===== config.mk =====
export PLATFORM = sky130hd
export DESIGN_NAME = cache_fill_arbiter
export DESIGN_NICKNAME = d
export VERILOG_FILES = /design/src/rtl/cache_fill_arbiter.sv
export SDC_FILE = /design/constraint.sdc
export NUM_CORES = 1
export LEC_CHECK = 0
export BUFFER_PORTS_ARGS = -buffer_cell sky130_fd_sc_hd__buf_2
export CORE_MARGIN = 4
export CORE_UTILIZATION = 41
export CTS_BUF_LIST = sky130_fd_sc_hd__clkbuf_2 sky130_fd_sc_hd__clkbuf_4 sky130_fd_sc_hd__clkbuf_8
export CTS_CLUSTER_SIZE = 20
export DETAILED_ROUTE_END_ITERATION = 10
export PLACE_DENSITY = 0.95
export SYNTH_ARGS = -nofsm -noshare
export SYNTH_HDL_FRONTEND = slang
export SYNTH_SLANG_ARGS = --single-unit

===== constraint.sdc =====
create_clock -name clk -period 3.8 [get_ports clk]
set_input_delay 0.57 -clock clk [delete_from_list [all_inputs] [get_ports clk]]
set_output_delay 0.57 -clock clk [all_outputs]
set_load 0.01 [all_outputs]

===== src/rtl/cache_fill_arbiter.sv =====
// cache_fill_arbiter: serves one I-cache or D-cache block fill at a time from a
// shared pipelined memory. D-side misses have priority. Write-through stores
// pass straight to memory in IDLE cycles that have no miss. The pipeline stall
// is generated combinationally so the CPU freezes in the cycle the miss appears.
//
// Optional feature macro: CACHE_FILL_CWF_EN (critical-word-first fill order).
// When this macro is undefined, every fill starts at word 0 of the block.

module cache_fill_arbiter #(
    parameter int WORDS_PER_BLOCK = 8,
    parameter int MEM_LATENCY     = 4
) (
    input  logic        clk,
    input  logic        rst,
    input  logic        i_miss,
    input  logic [15:0] i_miss_addr,
    input  logic        d_miss,
    input  logic [15:0] d_miss_addr,
    input  logic        d_wr,
    input  logic [15:0] d_wr_addr,
    input  logic [15:0] d_wr_data,
    input  logic        mem_valid,
    input  logic [15:0] mem_rdata,
    output logic        stall,
    output logic        mem_en,
    output logic        mem_wr,
    output logic [15:0] mem_addr,
    output logic [15:0] mem_wdata,
    output logic        fill_sel,
    output logic        fill_we,
    output logic [2:0]  fill_word_idx,
    output logic [15:0] fill_data,
    output logic        fill_tag_we
);

    localparam int IDX_W = $clog2(WORDS_PER_BLOCK);

    // Reject configurations the address arithmetic cannot represent.
    generate
        if ((WORDS_PER_BLOCK != (1 << IDX_W)) || (IDX_W < 1) || (MEM_LATENCY < 1)) begin : g_bad_cfg
            $error("cache_fill_arbiter: WORDS_PER_BLOCK must be a power of two >= 2 and MEM_LATENCY >= 1");
        end
    endgenerate

    typedef enum logic [1:0] {
        IDLE = 2'd0,
        FILL = 2'd1,
        DONE = 2'd2
    } state_t;

    state_t              state_reg;
    logic [14-IDX_W:0]   base_reg;      // block-aligned part of the miss address
    logic [IDX_W-1:0]    ic_reg;        // word index of the next read to issue
    logic [IDX_W-1:0]    rc_reg;        // word index of the next beat to return
    logic [IDX_W-1:0]    start_reg;     // first word of this fill; both counters wrap back to it
    logic                issuing_reg;   // reads still outstanding to be issued
    logic                fill_sel_reg;

    logic                miss_any;
    logic [15:0]         miss_addr;
    logic [IDX_W-1:0]    start_next;
    logic [IDX_W-1:0]    ic_next;
    logic [IDX_W-1:0]    rc_next;
    logic                wr_go;
    logic                rd_go;
    logic                unused_addr_bits;

    // Miss selection with D-side priority, and the starting word for a new fill.
    always_comb begin
        miss_any  = i_miss | d_miss;
        miss_addr = d_miss ? d_miss_addr : i_miss_addr;
`ifdef CACHE_FILL_CWF_EN
        start_next = miss_addr[IDX_W:1];
`else
        start_next = '0;
`endif
        ic_next = ic_reg + 1'b1;
        rc_next = rc_reg + 1'b1;
    end

    // Byte-offset bits below the block base only matter for critical-word-first.
    assign unused_addr_bits = ^miss_addr[IDX_W:0];

    // Fill sequencer: latch the miss, issue one read per cycle, count the
    // returning beats, then spend one cycle writing the tag.
    always_ff @(posedge clk) begin
        if (rst) begin
            state_reg    <= IDLE;
            base_reg     <= '0;
            ic_reg       <= '0;
            rc_reg       <= '0;
            start_reg    <= '0;
            issuing_reg  <= 1'b0;
            fill_sel_reg <= 1'b0;
        end else begin
            case (state_reg)
                IDLE: begin
                    if (miss_any) begin
                        state_reg    <= FILL;
                        base_reg     <= miss_addr[15:IDX_W+1];
                        fill_sel_reg <= d_miss;
                        ic_reg       <= start_next;
                        rc_reg       <= start_next;
                        start_reg    <= start_next;
                        issuing_reg  <= 1'b1;
                    end
                end
                FILL: begin
                    if (issuing_reg) begin
                        ic_reg <= ic_next;
                        if (ic_next == start_reg) begin
                            issuing_reg <= 1'b0;
                        end
                    end
                    if (mem_valid) begin
                        rc_reg <= rc_next;
                        if (rc_next == start_reg) begin
                            state_reg <= DONE;
                        end
                    end
                end
                DONE: begin
                    state_reg <= IDLE;
                end
                default: begin
                    state_reg <= IDLE;
                end
            endcase
        end
    end

    // Memory request mux: fill reads in FILL, write-through stores only in a
    // miss-free IDLE cycle. Unused fields are held at zero.
    always_comb begin
        wr_go     = (state_reg == IDLE) && !miss_any && d_wr;
        rd_go     = (state_reg == FILL) && issuing_reg;
        mem_en    = wr_go | rd_go;
        mem_wr    = wr_go;
        mem_wdata = wr_go ? d_wr_data : 16'h0000;
        if (wr_go) begin
            mem_addr = d_wr_addr;
        end else if (rd_go) begin
            mem_addr = {base_reg, ic_reg, 1'b0};
        end else begin
            mem_addr = 16'h0000;
        end
    end

    // Cache-side outputs: beats are forwarded in the cycle they arrive, and
    // beats outside FILL (including those in flight across a reset) are dropped.
    always_comb begin
        stall         = (state_reg != IDLE) | miss_any;
        fill_we       = (state_reg == FILL) && mem_valid;
        fill_data     = fill_we ? mem_rdata : 16'h0000;
        fill_word_idx = fill_we ? 3'(rc_reg) : 3'd0;
        fill_tag_we   = (state_reg == DONE);
        fill_sel      = fill_sel_reg;
    end

endmodule


# Yosys cells after proc, flatten, opt, wreduce, memory -nomap -nowiden
# Cells that the tools add are included.
[totals]
regBits = 22
in_bits = 86
out_inout_bits = 57
elab_cells = 51
[op_classes]
add_sub_neg = 2
n_eq_ne = 6
mux = 19
bitwise_logic = 3
n_reduce_logical = 15
[ops]
columns = ["cell", "n"]
rows = [
  ["two-way mux 16 bit", 5],
  ["two-way mux 3 bit", 4],
  ["one-hot mux 3 bit (2 select lines)", 2],
  ["AND reduction 3 bit", 3],
  ["inequality test 2 bit, second input constant", 4],
  ["adder 3 x 1 -> 3 bit, second input constant", 2],
  ["zero test 3 bit", 2],
  ["two-way mux 2 bit", 3],
  ["logical AND 1 bit", 4],
  ["one-hot mux 2 bit (2 select lines)", 1],
  ["AND reduction 2 bit", 2],
  ["nonzero test 2 bit", 2],
  ["two-way mux 1 bit", 3],
  ["OR 1 bit", 3],
  ["equality test 2 x 1 -> 1 bit, second input constant", 1],
  ["equality test 2 bit, second input constant", 1],
  ["zero test 2 bit", 1],
  ["one-hot mux 1 bit (2 select lines)", 1],
  ["zero test 1 bit", 1],
]

# Depth between registers and ports, before layout
# Gate-level depths: netlist (run 1).
[logic_depth]
depth_word = 5
depth_mapped = 6
depth_no_buf = 4

# Worst setup path after synthesis (run 1)
# No wires, ideal clock.
[synth_timing]
path_kind = "input to output"
from = "input d_miss"
to = "output mem_wdata[10]"
t_arrival_ns = 1.507
required_ns = 3.230
setup_slack_ns = 1.723
stages = 6
cell_sequence = "buf_4 -> nor2_4 -> and3_1 -> buf_6 -> buf_4 -> and2_1"
[synth_between]
elab_chain_len = 5
[synth_lines]
columns = ["item", "line", "rtl"]
rows = [
  ["start: declaration", "17", "input logic d_miss,"],
  ["OR 1 bit", "70", "miss_any = i_miss | d_miss;"],
  ["zero test 1 bit", "135", "wr_go = (state_reg == IDLE) && !miss_any && d_wr;"],
  ["logical AND 1 bit (2 in a row)", "135", ""],
  ["named net mem_wr", "26", "output logic mem_wr,"],
  ["two-way mux 16 bit", "139", "mem_wdata = wr_go ? d_wr_data : 16'h0000;"],
  ["end: declaration", "28", "output logic [15:0] mem_wdata,"],
]
# The timed path passes the listed nets, and every way through them passes these cells.

# Worst setup path in the final report (run 1)
[layout_timing]
from = "input d_miss"
to = "output mem_addr[8]"
[layout_between]
elab_chain_len = 5
[layout_lines]
columns = ["item", "line", "rtl"]
rows = [
  ["OR 1 bit", "70", ""],
  ["zero test 1 bit", "135", ""],
  ["logical AND 1 bit (2 in a row)", "135", ""],
  ["two-way mux 16 bit", "140", "if (wr_go) begin"],
  ["end: declaration", "27", "output logic [15:0] mem_addr,"],
]
# Every way passes these cells.

==> impl_summary.log, run 1 <==
INFO  metric num-fill-cells = 328
INFO  metric antenna_left = 0
INFO  metric leading_cell_type_in_the_layout_fill_and_taps_excluded = sky130_fd_sc_hd__buf_2
INFO  metric grt_antenna_before_repair = 0
INFO  metric clkSlewWorstSetupHoldPaths = 0.08 ns
INFO  metric pwr_density_cell = 265.6 nW/µm²
INFO  metric grt_max_degree = 29
INFO  metric timing.setup.tns = 0 ns
INFO  metric slew_violations = 0
INFO  metric core.rowCount = 21
INFO  metric yosysWarningCount = 0
INFO  metric synthCells = 178
INFO  metric critical_path.endpoint_type = output port
INFO  metric post_cts_resized = 0
INFO  metric number_of_library_cell_types_mapped_by_synthesis = 34
INFO  metric maxCapViolations = 0
INFO  metric drc_errors = 0
INFO  metric boundaryPins = 143
INFO  metric antenna_diode_count = 0
INFO  metric synthXorXnorAreaFrac = 1.153%
INFO  metric cts_hold_buf = 0
INFO  metric wp_data_arrival = 2.10 ns
INFO  metric dieHeight = 68.87 µm
INFO  metric max_clock_freq = 0.3745 GHz
INFO  metric worstPathRequired = 3.23 ns
INFO  metric register_area = 440.4 µm²
INFO  metric cts-root-to-sink-buffers = 2
INFO  metric main_combinational_cell_family_by_area_after_synthesis = compound AO/OA/AOI/OAI gates
INFO  metric min_path_type = reg -> reg
INFO  metric finalPower = 0.5874 mW
INFO  metric post-route-period-util = 70.27%
INFO  metric global_route_usage_over_all_layers = 18.18%
INFO  metric synth_fa_ha_area_share = 3.295%
INFO  metric worst_vdd_ir = 0.1635 mV
INFO  metric largest_reg_flops = 12
INFO  metric synthesis.area = 1519 µm²
INFO  metric drive_above_1_share = 48.01%
INFO  metric sequential_share_of_the_synthesized_area = 29.00%
INFO  metric nets = 393
INFO  metric grt_first_pass_wirelength = 6.555 mm
INFO  metric number_of_global_route_vias_before_repair = 1,506
INFO  metric most_frequent_cells_in_the_layout = sky130_fd_sc_hd__buf_2 (134), sky130_fd_sc_hd__and2_1 (36), sky130_fd_sc_hd__dfxtp_1 (22), sky130_fd_sc_hd__a21oi_1 (21), sky130_fd_sc_hd__a22o_1 (15)
INFO  metric fin_skew = 0.0006841 ns
INFO  metric path_class = in -> out
INFO  metric synth.net_count = 268
INFO  metric numPortBuffers = 134
INFO  metric final-hold-violation-count = 0
INFO  metric synthMuxAreaShare = 7.908%
INFO  metric post_cts.repair.setup_buffers = 0
INFO  metric floorplan.core_area = 3468 µm²
INFO  metric post_synth_and_or_nand_nor_area_fraction = 23.89%
INFO  metric grt_setup_unrepaired = false
INFO  metric detail_route.iter0.violations = 28
INFO  metric timing.critical_path.from_type = input pin
INFO  metric worstPathMaxFanout = 28
INFO  metric viasPerCell = 4.968
INFO  metric numClockSinks = 22
INFO  metric clock_latency = 0.26 ns
INFO  metric dr.pass1.iters = 2
INFO  metric status = finished, final reports clean
INFO  metric detailedPlacementHpwl = 3.727 mm
INFO  metric multi_input_comb_area = 958.4 µm²
INFO  metric routabilityCongestion = 0.7384
INFO  metric fp.dieW = 68.87 µm
INFO  metric wl = 4.659 mm
INFO  metric synth.ff_latch_count = 22
INFO  metric max_slew.worst_pin.slew = 0.6771 ns
INFO  metric initial_core_util = 43.80%
INFO  metric setup_viol_count_final = 0
INFO  metric globalRouteOverflowTotal = 0
INFO  metric post-route-min-period = 2.670 ns
INFO  metric synth_compound_gate_area_share = 26.85%
INFO  metric vias = 1,729
INFO  metric syn-mean-instance-area = 8.533 µm²
INFO  metric relSlewSlack = 54.86%
INFO  metric tritoncts = yes
INFO  metric floorplan.die_area = 4742 µm²
INFO  metric total_leakage_power = 1.232 nW
INFO  metric cts.htree.levels = 1
INFO  metric cts_root_buffer = sky130_fd_sc_hd__clkbuf_8
INFO  metric syn2layout_area_growth = 45.63%
INFO  metric avgRoutedWirePerCell = 13.39 µm
INFO  metric cts_buffers = 3
[kinds of logic after synthesis]
kind of cell | count (synthesis)
buffers and inverters | 20
xor gates and xnor gates | 2
muxes | 12
AOI/OAI and AO/OA | 59
DFF | 22
and+or+nand+nor | 59
adders and majority gates | 4
[cell usage after synthesis]
cell type / instances / area share [%]
sky130_fd_sc_hd__inv_1: 4 / 0.99
sky130_fd_sc_hd__buf_2: 6 / 2.0
sky130_fd_sc_hd__xnor2_1: 1 / 0.58
sky130_fd_sc_hd__nor2b_1: 1 / 0.41
sky130_fd_sc_hd__o21ai_0: 2 / 0.66
sky130_fd_sc_hd__nor3_1: 1 / 0.33
sky130_fd_sc_hd__clkbuf_1: 3 / 0.74
sky130_fd_sc_hd__buf_4: 4 / 2.0
sky130_fd_sc_hd__nor2_2: 2 / 0.82
sky130_fd_sc_hd__and2_1: 36 / 15
sky130_fd_sc_hd__dfxtp_1: 22 / 29
sky130_fd_sc_hd__nand2_1: 5 / 1.2
sky130_fd_sc_hd__or2_2: 1 / 0.41
sky130_fd_sc_hd__mux2i_1: 12 / 7.9
sky130_fd_sc_hd__or2b_1: 1 / 0.49
sky130_fd_sc_hd__nand3_1: 1 / 0.33
sky130_fd_sc_hd__and3_1: 1 / 0.41
sky130_fd_sc_hd__ha_1: 4 / 3.3
sky130_fd_sc_hd__o31ai_1: 1 / 0.49
sky130_fd_sc_hd__nor2_1: 1 / 0.25
sky130_fd_sc_hd__a31o_2: 1 / 0.58
sky130_fd_sc_hd__nand2b_1: 4 / 1.6
sky130_fd_sc_hd__a22o_1: 15 / 8.6
sky130_fd_sc_hd__a211oi_1: 12 / 5.9
sky130_fd_sc_hd__o211ai_1: 5 / 2.5
sky130_fd_sc_hd__or2_1: 1 / 0.41
sky130_fd_sc_hd__buf_6: 3 / 2.2
sky130_fd_sc_hd__and3b_1: 1 / 0.58
sky130_fd_sc_hd__nor2_4: 1 / 0.74
sky130_fd_sc_hd__a311oi_1: 1 / 0.58
sky130_fd_sc_hd__a21oi_1: 21 / 6.9
sky130_fd_sc_hd__xor2_1: 1 / 0.58
sky130_fd_sc_hd__nand3b_1: 2 / 0.99
sky130_fd_sc_hd__o2111ai_1: 1 / 0.58
[cell type report]
cell class	count	share of cell area, %
Clock buffer	4	2.489
Inverter	4	0.6787
Multi-Input combinational cell	136	43.33
Sequential cell	22	19.91
Tap cell	46	2.602
Timing Repair Buffer	136	31.00
[through the flow]
stage / setup slack, ns / instances / utilization [%] / hold WS, ns / area (µm²)
6_report: 1.130 / 348 / 63.78 / 0.4821 / 2212
5_1_grt: 1.035 / 348 / 63.78 / 0.5139 / 2212
4_1_cts: 1.120 / 348 / 63.78 / 0.4816 / 2212
3_5_place_dp: 1.121 / 344 / 62.19 / 0.4707 / 2157
3_3_place_gp: 1.163 / 344 / 62.19 / 0.4543 / 2157
2_1_floorplan: 1.723 / 178 / - / 0.4701 / 1519
[critical path: stages]
cell and delay [ns]:
sky130_fd_sc_hd__buf_2 0.24, sky130_fd_sc_hd__nor2_4 0.29, sky130_fd_sc_hd__and3_1 0.39, sky130_fd_sc_hd__buf_4 0.31
sky130_fd_sc_hd__a22o_1 0.17, sky130_fd_sc_hd__buf_2 0.13
[power by group]
part | internal, mW | total, mW | switching [mW]
registers | 0.248 | 0.261 | 0.0130
clock network | 0.0924 | 0.169 | 0.0764
logic | 0.0783 | 0.158 | 0.0794
total | 0.419 | 0.587 | 0.169
[layer usage]
layer  routed length, µm  part of all wire (%)  track usage [%]  up-vias
li1                    -                     -                -      888
met3                 520                    11            3.079        6
met2                2267                    49            33.81       90
met5                   0                     0                0        -
met1                1828                    39            20.57      745
met4                  42                  0.90            6.569        0
[path summary, 6_finish.rpt]
| check | start | endpoint | slack, ns | depth (start not counted) |
|---|---|---|---|---|
| worst max-delay path | d_miss | mem_addr[8] | 1.13 | 6 |
| worst min-delay path | fill_sel | fill_sel | 0.48 | 2 |
| worst max register to register | state_reg[0] | rc_reg[2] | 2.25 | 4 |
| worst min register to register | fill_sel | fill_sel | 0.48 | 2 |
No activity file was read; power rests on OpenSTA's default activity.
==> run 2: changes to the inputs <==
--- a/config.mk
+++ b/config.mk
@@ -7,11 +7,11 @@
 export LEC_CHECK = 0
 export BUFFER_PORTS_ARGS = -buffer_cell sky130_fd_sc_hd__buf_2
 export CORE_MARGIN = 4
-export CORE_UTILIZATION = 41
+export CORE_UTILIZATION = 38
 export CTS_BUF_LIST = sky130_fd_sc_hd__clkbuf_2 sky130_fd_sc_hd__clkbuf_4 sky130_fd_sc_hd__clkbuf_8
 export CTS_CLUSTER_SIZE = 20
 export DETAILED_ROUTE_END_ITERATION = 10
-export PLACE_DENSITY = 0.95
+export PLACE_DENSITY = 0.9
 export SYNTH_ARGS = -nofsm -noshare
 export SYNTH_HDL_FRONTEND = slang
 export SYNTH_SLANG_ARGS = --single-unit
==> constraint.sdc (replaced) <==
create_clock -name clk -period 2.7 [get_ports clk]
set_input_delay 0.405 -clock clk [delete_from_list [all_inputs] [get_ports clk]]
set_output_delay 0.405 -clock clk [all_outputs]
set_load 0.01 [all_outputs]
==> run 2 against run 1 <==
Effect of this change: clock skew increased by 0.0022 ns; global-route usage decreased by 1.2 points; via count increased by 1.9%; routed wire length increased by 0.56%; clock power increased by 38%; cell count increased by 0.86%; largest cell class unchanged; highest routed layer unchanged.
==> impl_summary.log, run 2 (synthesis results as in run 1) <==
INFO  metric final_cells = 351
INFO  metric worst_vdd_ir = 0.2226 mV
INFO  metric post-route-min-period = 2.133 ns
INFO  metric initial_core_util = 40.28%
INFO  metric leading_cell_type_in_the_layout_fill_and_taps_excluded = sky130_fd_sc_hd__buf_2
INFO  metric timing.critical_path.from_type = flip-flop
INFO  metric syn2layout_area_growth = 46.29%
INFO  metric r2r_setup_slack = 1.16 ns
INFO  metric clkSlewWorstSetupHoldPaths = 0.08 ns
INFO  metric relSlewSlack = 54.01%
INFO  metric tritoncts = yes
INFO  metric power.combinational.fraction = 27.2%
INFO  metric grt_util_met1 = 18.99%
INFO  metric post-place-cells = 347
INFO  metric clock_latency = 0.26 ns
INFO  metric detailedPlacementHpwl = 3.721 mm
INFO  metric wp_data_arrival = 1.73 ns
INFO  metric grt_util_met3 = 3.787%
INFO  metric drive_above_1_share = 48.18%
INFO  metric grt_setup_unrepaired = false
INFO  metric postLayoutCellArea = 2222 µm²
INFO  metric number_of_global_route_vias_before_repair = 1,607
INFO  metric cp_slowest_cell = sky130_fd_sc_hd__and3b_1
INFO  metric power.switching = 0.2334 mW
INFO  metric setup_viol_count_final = 0
INFO  metric floorplan.die_area = 5073 µm²
INFO  metric wl = 4.685 mm
INFO  metric min_path_type = in -> reg
INFO  metric grt_antenna_before_repair = 0
INFO  metric path_class = reg -> out
INFO  metric global_route_usage_over_all_layers = 16.95%
INFO  metric detail_route.iter0.violations = 68
INFO  metric nets = 394
INFO  metric antenna_left = 0
INFO  metric boundaryPins = 143
INFO  metric core.rowCount = 22
INFO  metric p_sw_share = 28.35%
INFO  metric critical_path.top_delay_family = simple AND/OR/NAND/NOR gates
INFO  metric globalRouteOverflowTotal = 0
INFO  metric timing.setup.tns = 0 ns
INFO  metric dieHeight = 71.23 µm
INFO  metric crit_chain = and3b_1 > a22o_1 > buf_2
INFO  metric cts-root-to-sink-buffers = 2
INFO  metric max_slew.worst_pin.slew = 0.6899 ns
INFO  metric maxCapViolations = 0
INFO  metric avgRoutedWirePerCell = 13.35 µm
INFO  metric power.share.clock = 28.3%
INFO  metric seq_power_share = 44.5%
INFO  metric max_clock_freq = 0.4689 GHz
INFO  metric drc_errors = 0
INFO  metric grt_first_pass_wirelength = 7.079 mm
INFO  metric viasPerCell = 5.020
INFO  metric finalPower = 0.8232 mW
INFO  metric status = finished, final reports clean
INFO  metric placedInstanceArea = 2167 µm²
INFO  metric post_cts_resized = 0
INFO  metric vias = 1,762
INFO  metric fin_skew = 0.002899 ns
INFO  metric total_leakage_power = 1.237 nW
INFO  metric dr.pass1.iters = 4
INFO  metric cts_root_buffer = sky130_fd_sc_hd__clkbuf_8
INFO  metric cts_hold_buf = 0
INFO  metric critical_path.endpoint_type = output port
INFO  metric groute.layer.met2.usage = 31.22%
INFO  metric worstPathRequired = 2.30 ns
INFO  metric fp.dieW = 71.23 µm
INFO  metric busiest_layer = met2
INFO  metric pwr_density_cell = 370.5 nW/µm²
INFO  metric antenna_diode_count = 0
INFO  metric routabilityCongestion = 0.7854
INFO  metric post-route-period-util = 78.99%
INFO  metric p_int = 0.5898 mW
INFO  metric numClockSinks = 22
INFO  metric cts.htree.levels = 1
INFO  metric post_cts.repair.setup_buffers = 0
INFO  metric worst_path_largest_cell_delay = 0.65 ns
INFO  metric slew_violations = 0
INFO  metric cts_buffers = 3
INFO  metric final-hold-violation-count = 0
INFO  metric critical_path.n_buffers_inverters = 1
INFO  metric grt_max_degree = 35
INFO  metric worstPathMaxFanout = 17
INFO  metric numPortBuffers = 134
INFO  metric largest_reg_flops = 12
INFO  metric most_frequent_cells_in_the_layout = sky130_fd_sc_hd__buf_2 (134), sky130_fd_sc_hd__and2_1 (36), sky130_fd_sc_hd__dfxtp_1 (22), sky130_fd_sc_hd__a21oi_1 (21), sky130_fd_sc_hd__a22o_1 (15)
INFO  metric floorplan.core_area = 3771 µm²
run 2: power by group through the flow:
stage | sequential [mW] | clock, mW | combinational, mW
finish | 0.366 | 0.233 | 0.224
global route | 0.370 | 0.252 | 0.251
CTS | 0.367 | 0.237 | 0.226
detailed placement | 0.374 | 0 | 0.226
global placement | 0.374 | 0 | 0.220
floorplan | 0.369 | 0 | 0.133
run 2: per-stage QoR:
stage,hold WS (ns),worst slack (ns),util [%]
global route,0.3911,0.4255,58.93
floorplan,0.4701,0.9533,-
finish,0.3962,0.5674,58.93
detailed placement,0.4919,0.7249,57.47
CTS,0.3941,0.5320,58.93
global placement,0.4640,0.7623,57.47
run 2: final timing paths:
kind	cells after the start	from	to
max reg2reg	4	state_reg[0]	rc_reg[2]
max	3	state_reg[0]	mem_addr[7]
min	3	mem_valid	state_reg[1]
min reg2reg	2	fill_sel	fill_sel
run 2: final cells by class:
cell class                      count  area [µm²]
Sequential cell                    22       440.4
Tap cell                           48       60.06
Timing Repair Buffer              137       693.2
Multi-Input combinational cell    136       958.4
Inverter                            4       15.01
Clock buffer                        4       55.05
Fill cell                         361        1549
run 2: routing by layer:
metal	share of wire, %	vias to the layer above
li1	-	883
met1	36	773
met2	50	102
met3	12	4
met4	1.3	0
met5	0	-
run 2: worst reg2reg max path: stages (launching register included):
cell and delay [ns]:
sky130_fd_sc_hd__dfxtp_1 0.46, sky130_fd_sc_hd__nand3b_1 0.19, sky130_fd_sc_hd__inv_1 0.41, sky130_fd_sc_hd__nand2b_1 0.11, sky130_fd_sc_hd__a311oi_1 0.28
